[config.mk]
export PLATFORM = sky130hd
export DESIGN_NAME = gen_clk_monitor
export DESIGN_NICKNAME = d
export VERILOG_FILES = /design/src/rtl/gen_clk_monitor_pkg.sv /design/src/rtl/gen_clk_monitor_edge_sync_detect.sv /design/src/rtl/gen_clk_monitor.sv
export SDC_FILE = /design/constraint.sdc
export NUM_CORES = 1
export LEC_CHECK = 0
export CORE_AREA = 2 2 83 85
export CTS_CLUSTER_SIZE = 40
export DETAILED_ROUTE_END_ITERATION = 12
export DIE_AREA = 0 0 85 87
export GPL_ROUTABILITY_DRIVEN = 0
export SLEW_MARGIN = 30
export SYNTH_ARGS = -nofsm -noshare
export SYNTH_HDL_FRONTEND = slang
export SYNTH_HIERARCHICAL = 1
export SYNTH_SLANG_ARGS = --single-unit
[constraint.sdc]
create_clock -name i_clk -period 2.3 [get_ports i_clk]
set_input_delay 0.575 -clock i_clk [delete_from_list [all_inputs] [get_ports i_clk]]
set_output_delay 0.575 -clock i_clk [all_outputs]
set_load 0.005 [all_outputs]
[src/rtl/gen_clk_monitor_pkg.sv]
// Shared definitions for the generated-clock monitor.
// FSM encoding and counter sizing helpers.
package gen_clk_monitor_pkg;

  typedef enum logic [1:0] {
    ST_IDLE   = 2'd0,
    ST_ARM    = 2'd1,
    ST_TRACK  = 2'd2,
    ST_LOCKED = 2'd3
  } mon_state_e;

  function automatic int cnt_width(input int max_period);
    return $clog2(max_period + 1);
  endfunction

  // Lower tolerance bound clamped at zero.
  function automatic int tol_lo(input int exp_v, input int tol);
    return (exp_v > tol) ? exp_v - tol : 0;
  endfunction

endpackage

[src/rtl/gen_clk_monitor_edge_sync_detect.sv]
// Synchroniser chain plus rise/fall pulse detector.
// STAGES=0 passes a same-domain registered source straight through.
module edge_sync_detect #(
  parameter int STAGES = 2
) (
  input  logic clk,
  input  logic rst_n,
  input  logic d,
  output logic s,
  output logic rise,
  output logic fall
);

  logic s_d_q;

  generate
    if (STAGES > 0) begin : g_sync
      logic [STAGES-1:0] sync_q;
      logic [STAGES-1:0] sync_d;

      always_comb begin
        sync_d    = sync_q << 1;
        sync_d[0] = d;
      end

      always_ff @(posedge clk) begin
        if (!rst_n) sync_q <= '0;
        else        sync_q <= sync_d;
      end

      assign s = sync_q[STAGES-1];
    end else begin : g_pass
      assign s = d;
    end
  endgenerate

  always_ff @(posedge clk) begin
    if (!rst_n) s_d_q <= 1'b0;
    else        s_d_q <= s;
  end

  assign rise = s & ~s_d_q;
  assign fall = ~s & s_d_q;

endmodule

[src/rtl/gen_clk_monitor.sv]
// Measures period/high time of a sampled divided clock.
// Tracks lock, flags out-of-tolerance periods and a dead clock.
module gen_clk_monitor
  import gen_clk_monitor_pkg::*;
#(
  parameter  int EXP_PERIOD  = 64,
  parameter  int EXP_HIGH    = 32,
  parameter  int TOL         = 0,
  parameter  int LOCK_CNT    = 4,
  parameter  int MAX_PERIOD  = 255,
  parameter  int SYNC_STAGES = 2,
  localparam int CNT_W       = cnt_width(MAX_PERIOD)
) (
  input  logic             i_clk,
  input  logic             i_rst_n,
  input  logic             i_gen_clk,
  output logic [CNT_W-1:0] o_period,
  output logic [CNT_W-1:0] o_high,
  output logic             o_period_valid,
  output logic             o_locked,
  output logic             o_err,
  output logic             o_timeout
);

  localparam logic [CNT_W:0] P_LO =
    (CNT_W+1)'(tol_lo(EXP_PERIOD, TOL));
  localparam logic [CNT_W:0] P_HI =
    (CNT_W+1)'(EXP_PERIOD + TOL);
  localparam logic [CNT_W:0] H_LO =
    (CNT_W+1)'(tol_lo(EXP_HIGH, TOL));
  localparam logic [CNT_W:0] H_HI =
    (CNT_W+1)'(EXP_HIGH + TOL);
  localparam logic [CNT_W-1:0] MAX_V  = CNT_W'(MAX_PERIOD);
  localparam logic [3:0]       LOCK_V = 4'(LOCK_CNT);

  logic s, rise, fall;
  logic good, per_sat, hi_sat;

  mon_state_e state_q, state_d;
  logic [3:0] match_q, match_d;

  logic [CNT_W-1:0] per_cnt_q, per_cnt_d;
  logic [CNT_W-1:0] hi_cnt_q, hi_cnt_d;
  logic [CNT_W-1:0] period_q, period_d;
  logic [CNT_W-1:0] high_q, high_d;
  logic valid_q, valid_d;
  logic locked_q, locked_d;
  logic err_q, err_d;
  logic tmo_q, tmo_d;

  edge_sync_detect #(
    .STAGES (SYNC_STAGES)
  ) u_sync (
    .clk   (i_clk),
    .rst_n (i_rst_n),
    .d     (i_gen_clk),
    .s     (s),
    .rise  (rise),
    .fall  (fall)
  );

  assign per_sat = (per_cnt_q == MAX_V);
  assign hi_sat  = (hi_cnt_q == MAX_V);

  // One extra bit keeps the bounds safe when TOL exceeds EXP.
  assign good = ({1'b0, per_cnt_q} >= P_LO)
             && ({1'b0, per_cnt_q} <= P_HI)
             && ({1'b0, hi_cnt_q}  >= H_LO)
             && ({1'b0, hi_cnt_q}  <= H_HI);

  always_ff @(posedge i_clk) begin
    if (!i_rst_n) begin
      state_q <= ST_IDLE;
      match_q <= '0;
    end else begin
      state_q <= state_d;
      match_q <= match_d;
    end
  end

  always_comb begin
    state_d = state_q;
    match_d = match_q;
    if (state_q == ST_IDLE) begin
      if (rise) state_d = ST_ARM;
    end else if (rise) begin
      if (good) begin
        unique case (1'b1)
          state_q == ST_ARM:    match_d = 4'd1;
          state_q == ST_LOCKED: match_d = match_q;
          default:              match_d = match_q + 4'd1;
        endcase
        state_d = (match_d >= LOCK_V) ? ST_LOCKED : ST_TRACK;
      end else begin
        match_d = '0;
        state_d = ST_TRACK;
      end
    end else if (per_sat) begin
      match_d = '0;
      state_d = ST_IDLE;
    end
  end

  always_comb begin
    valid_d  = rise && (state_q != ST_IDLE);
    err_d    = valid_d && !good;
    tmo_d    = (state_q != ST_IDLE) && !rise && per_sat;
    period_d = valid_d ? per_cnt_q : period_q;
    high_d   = valid_d ? hi_cnt_q  : high_q;
    locked_d = (state_d == ST_LOCKED);
  end

  always_comb begin
    per_cnt_d = per_cnt_q;
    hi_cnt_d  = hi_cnt_q;
    if (state_d == ST_IDLE) begin
      per_cnt_d = '0;
      hi_cnt_d  = '0;
    end else if (rise) begin
      per_cnt_d = CNT_W'(1);
      hi_cnt_d  = CNT_W'(1);
    end else begin
      if (!per_sat) per_cnt_d = per_cnt_q + CNT_W'(1);
      if (s && !fall && !hi_sat) hi_cnt_d = hi_cnt_q + CNT_W'(1);
    end
  end

  always_ff @(posedge i_clk) begin
    if (!i_rst_n) begin
      per_cnt_q <= '0;
      hi_cnt_q  <= '0;
      period_q  <= '0;
      high_q    <= '0;
      valid_q   <= 1'b0;
      locked_q  <= 1'b0;
      err_q     <= 1'b0;
      tmo_q     <= 1'b0;
    end else begin
      per_cnt_q <= per_cnt_d;
      hi_cnt_q  <= hi_cnt_d;
      period_q  <= period_d;
      high_q    <= high_d;
      valid_q   <= valid_d;
      locked_q  <= locked_d;
      err_q     <= err_d;
      tmo_q     <= tmo_d;
    end
  end

  assign o_period       = period_q;
  assign o_high         = high_q;
  assign o_period_valid = valid_q;
  assign o_locked       = locked_q;
  assign o_err          = err_q;
  assign o_timeout      = tmo_q;

endmodule

# == Word level (Yosys, flattened, before mapping) ==
# Cells that the tools add are included.
# totals
regBits,45
in_bits,3
output_inout_bits,20
# classes
addsub,3
n_lt_le_gt_ge,5
eq_ne,6
n_mux,17
n_bitwise,6
reduce_logical,21
# ops
operator,n
two-way mux 4 bit,6
"adder 8 x 1 -> 8 bit, second input constant",2
"equality test 8 bit, second input constant",2
logical AND 1 bit,9
"greater-or-equal comparator 8 x 6 -> 1 bit, second input constant",1
"greater-or-equal comparator 8 x 7 -> 1 bit, second input constant",1
"<= comparator 8 x 6 -> 1 bit, second input constant",1
"<= comparator 8 x 7 -> 1 bit, second input constant",1
two-way mux 2 bit,4
case mux 4 bit (2 select lines),1
two-way mux 1 bit,6
nonzero test 2 bit,3
"adder 4 x 1 -> 4 bit, second input constant",1
"equality test 2 bit, second input constant",2
"greater-or-equal comparator 4 x 3 -> 1 bit, second input constant",1
logical NOT 1 bit,4
logical NOT 2 bit,2
inverter 1 bit,4
OR reduction 3 bit,1
bitwise AND 1 bit,2
"equality test 2 x 1 -> 1 bit, second input constant",1
"inequality test 2 bit, second input constant",1
AND reduction 2 bit,1
OR reduction 2 bit,1

# == Depth between registers and ports, before layout ==
# depth
depth_word,14
mapped_depth,7
mapped_depth_nobuf,6

# == Modules after synthesis ==
# Netlist, hierarchy kept.
# modules_own_cells
module,instances,cells_each,area_each_um2,seq_area_each_um2
gen_clk_monitor,1,230,1885.6,840.8
edge_sync_detect,1,8,91.3,60.1

# == Least setup slack after synthesis ==
# OpenSTA, ideal clock, no wires.
# synth_path
kind,register to register
startpoint,reg u_sync.g_sync.sync_q[1]
endpoint,reg match_q[1]
setup_time_ps,126
arrival_ps,1606
slack_ps,569
stages_incl_launch_ff,7
synth_period_minus_slack_ps,1731
path_cell_list,dfxtp_1 nor2b_1 clkbuf_1 inv_1 a2111oi_0 nand2b_1 o21ai_0
# synth_via
elab_chain_cells,3
# synth_lines
item,line_no,rtl
"start, declared",gen_clk_monitor_edge_sync_detect.sv:18,logic [STAGES-1:0] sync_q;
"start signal, assigned",gen_clk_monitor_edge_sync_detect.sv:28,else sync_q <= sync_d;
bitwise AND 1 bit *,gen_clk_monitor_edge_sync_detect.sv:42,assign rise = s & ~s_d_q;
via rise,gen_clk_monitor.sv:36,"logic s, rise, fall;"
nonzero test 2 bit (no line),-,
AND reduction 2 bit (no line),-,
"end signal, assigned",gen_clk_monitor.sv:77,match_q <= match_d;
"end, declared",gen_clk_monitor.sv:40,"logic [3:0] match_q, match_d;"
# Mark *: on every way through the listed nets, which the timed path passes. The rest lies on a longest branch.
# A chain may end at the register's enable or synchronous reset.

# == Worst setup path after layout ==
# layout_path
startpoint,reg hi_cnt_q[0]
endpoint,reg locked_q (netlist: o_locked)
# layout_via
elab_chain_cells,7
# layout_lines
item,line_no,rtl
"start, declared",gen_clk_monitor.sv:43,"logic [CNT_W-1:0] hi_cnt_q, hi_cnt_d;"
"start signal, assigned",gen_clk_monitor.sv:140,hi_cnt_q <= hi_cnt_d;
greater-or-equal comparator 8 x 6 -> 1 bit,gen_clk_monitor.sv:68,"&& ({1'b0, hi_cnt_q} >= H_LO)"
logical AND 1 bit,gen_clk_monitor.sv:68,
logical AND 1 bit *,gen_clk_monitor.sv:69,"&& ({1'b0, hi_cnt_q} <= H_HI);"
two-way mux 1 bit *,gen_clk_monitor.sv:87,if (good) begin
two-way mux 2 bit *,gen_clk_monitor.sv:86,end else if (rise) begin
two-way mux 2 bit *,gen_clk_monitor.sv:84,if (state_q == ST_IDLE) begin
equality test 2 bit *,gen_clk_monitor.sv:110,locked_d = (state_d == ST_LOCKED);
"end signal, assigned",gen_clk_monitor.sv:144,locked_q <= locked_d;
"end, declared",gen_clk_monitor.sv:47,"logic locked_q, locked_d;"
# Mark *: on every way between the ends. The rest lies on a longest branch, timed or not.

==> results.cfg <==
[sta]
rsz0062_at_grt = false
period_share_pct = 82.2
tightest_slew_ps = 498
setup_violations = 0
maxSlewHeadroom_pct = 66.5
hold_violations = 0
fmax_mhz = 529
setup_tns_ps = 0
period_needed_ps = 1890
drv_slew = 0
fin_skew_ps = 13.8
finalWorstSetupSlack_ps = 410

[critical_path]
worst-path-max-fanout = 5
timing.rr.start = hi_cnt_q[0]
startpoint = hi_cnt_q[0]
rrSetupSlack_ps = 410
worstSetupPathType = reg -> reg
end_kind = flip-flop
arrival_ps = 2100
crit_required_ps = 2510
start_kind = flip-flop

[global_route]
antenna_found_initial = 0
grt_use_met3_pct = 2.94
grt_use_met1_pct = 16.4
use_met2_pct = 18.6
overflow = 0
grt.busiest_layer = met2
grt_pass1_vias = 1485
track_usage_pct = 11.9
grt_max_degree = 19
grt_pass1_wl_um = 7100

[drt]
vias = 1684
viasPerCell = 4.84
ant_nets = 0
firstDrtPassIters = 4
drt-total-wl_um = 4260
drt_iter0_drc = 105
wl_per_cell_um = 12.2
drc = 0

[floorplan]
start_util_pct = 30.1
num_rows = 30
coreArea_um2 = 6570
die_h_um = 87
dieArea_um2 = 7400
dieWidth_um = 85
io-pin-count = 23

[yosys]
synth-edff-count = 0
syn_area_um2 = 1980
yosysTopAreaCell = dfxtp_1
yosysMostFrequentCell = dfxtp_1
ys.flop_type = dfxtp_1
syn_avg_cell_area_um2 = 8.31
yosys-top-cells-area = dfxtp_1 46%, nand2_1 8.4%, a21oi_1 6.6%, nor2_1 4.4%, ha_1 3.2%
synth_common_cells = 45 x dfxtp_1, 44 x nand2_1, 26 x a21oi_1
synth-seq-cells = 45
yosys_warnings = 6
synth_top_area_share_pct = 45.6
syn-num-nets = 246
synthArstFlopShare_pct = 0
synth_cells = 238
yosysSeqAreaShare_pct = 45.6
ys_types = 43

[pwr]
total_power_mw = 1.43
ir_drop_mv = 0.300
p_per_area_nw_per_um2 = 589
p_leak_nw = 0.838

[finish]
antenna_cells = 0
drive_gt1_share_pct = 7.09
multi_input_area_um2 = 1010
nNetsFinal = 275
design_area_um2 = 2440
fillCellCount = 665
syn2layout_area_growth_pct = 23.3
regArea_um2 = 901

[cts]
htree_levels = 2
cts_tree = built
cts.clk_slew.worst_paths_ps = 70
cts-buffers-inserted = 5
clock_sinks = 45
holdBufCountCts = 0
cts_buffer_depth = 2
root_buffer = clkbuf_8
cts_setup_buffers = 0
ctsResizeCount = 0
clkLatencyLatePin_ps = 300

[hold_path]
hold_path_class = reg -> reg
hold_start = u_sync/g_sync.sync_q[0]

[job]
max-cap-violations = 0

[placement]
io_buffer_count = 22
dp_hpwl_um = 3150
postPlaceCellArea_um2 = 2330
pre_cts_ws_ps = 238

[status]
status = completed
worst max-delay path: stages (launching register included):
cell	delay (ps)
dfxtp_1	350
inv_1	90
ha_1	130
or4b_1	510
nor4_4	350
o311ai_1	180
a21oi_1	210
layout make-up:
class                   instances  share of cell area (%)
clock buffers                   6                    2.98
inverters                       9                    1.39
clock inverters                 2                    1.59
well taps                      80                    4.11
multi-input cells             176                    41.5
flip-flops and latches         45                    37.0
repair buffers                 30                    11.5
report_power, final:
group / total [mW] / internal [mW] / leakage (nW) / switching, mW
clock network: 0.594 / 0.326 / 0.0554 / 0.268
logic: 0.0497 / 0.0199 / 0.419 / 0.0298
registers: 0.791 / 0.784 / 0.363 / 0.00704
total: 1.43 / 1.13 / 0.838 / 0.304
state kept, by name (all words and copies together) (netlist names):
register / count
hi_cnt_q: 8
match_q: 4
o_err: 1
o_high: 8
o_locked: 1
o_period: 8
o_period_valid: 1
o_timeout: 1
per_cnt_q: 8
state_q: 2
u_sync/g_sync.sync_q: 2
u_sync/s_d_q: 1
metrics by stage:
step / util (%) / cells / hold WS [ps]
2_1_floorplan: - / 238 / 412
3_3_place_gp: 35.4 / 340 / 413
3_5_place_dp: 35.4 / 340 / 419
4_1_cts: 37.1 / 348 / 438
5_1_grt: 37.1 / 348 / 455
6_report: 37.1 / 348 / 435
logic make-up (layout without fill, tap and decap cells):
logic type / after synthesis / count (layout) / synth area share (%)
AND/OR/NAND/NOR: 111 / 111 / 28.3
AO/OA/AOI/OAI: 49 / 49 / 14.5
flip-flops: 45 / 45 / 45.6
buffers and inverters: 17 / 47 / 3.29
XOR/XNOR: 7 / 7 / 3.10
adder cells (fa/ha/maj): 5 / 5 / 3.16
multiplexers: 4 / 4 / 2.09
worst paths after layout:
path | end | cells after the start
max | o_locked | 6
min | u_sync/g_sync.sync_q[1] | 1
max reg2reg | o_locked | 6
min reg2reg | u_sync/g_sync.sync_q[1] | 1
placed cells by master (no fill, tap or decap), types with 2 or more instances in the layout:
cell type,instances
mux2i_1,3
nor3_1,3
dfxtp_1,45
buf_4,8
nand4_1,4
and2_1,5
nor2b_1,7
inv_1,8
xor2_1,5
clkbuf_8,5
or4b_1,2
nand2b_1,3
clkdlybuf4s50_1,22
o21ai_0,6
a21oi_1,26
o211ai_1,3
nand3_1,5
a2111oi_0,3
ha_1,5
nor3b_1,2
nand2_1,44
nor2_1,23
o21ai_1,3
and3_1,4
xnor2_1,2
routing by layer:
layer	vias up	part of all wire, %	wire [um]
li1	879	-	-
met5	-	0	0
met1	771	50	2140
met2	30	45	1930
met3	4	3.8	160
met4	0	0.70	30
No activity file was read; power rests on OpenSTA's default activity.
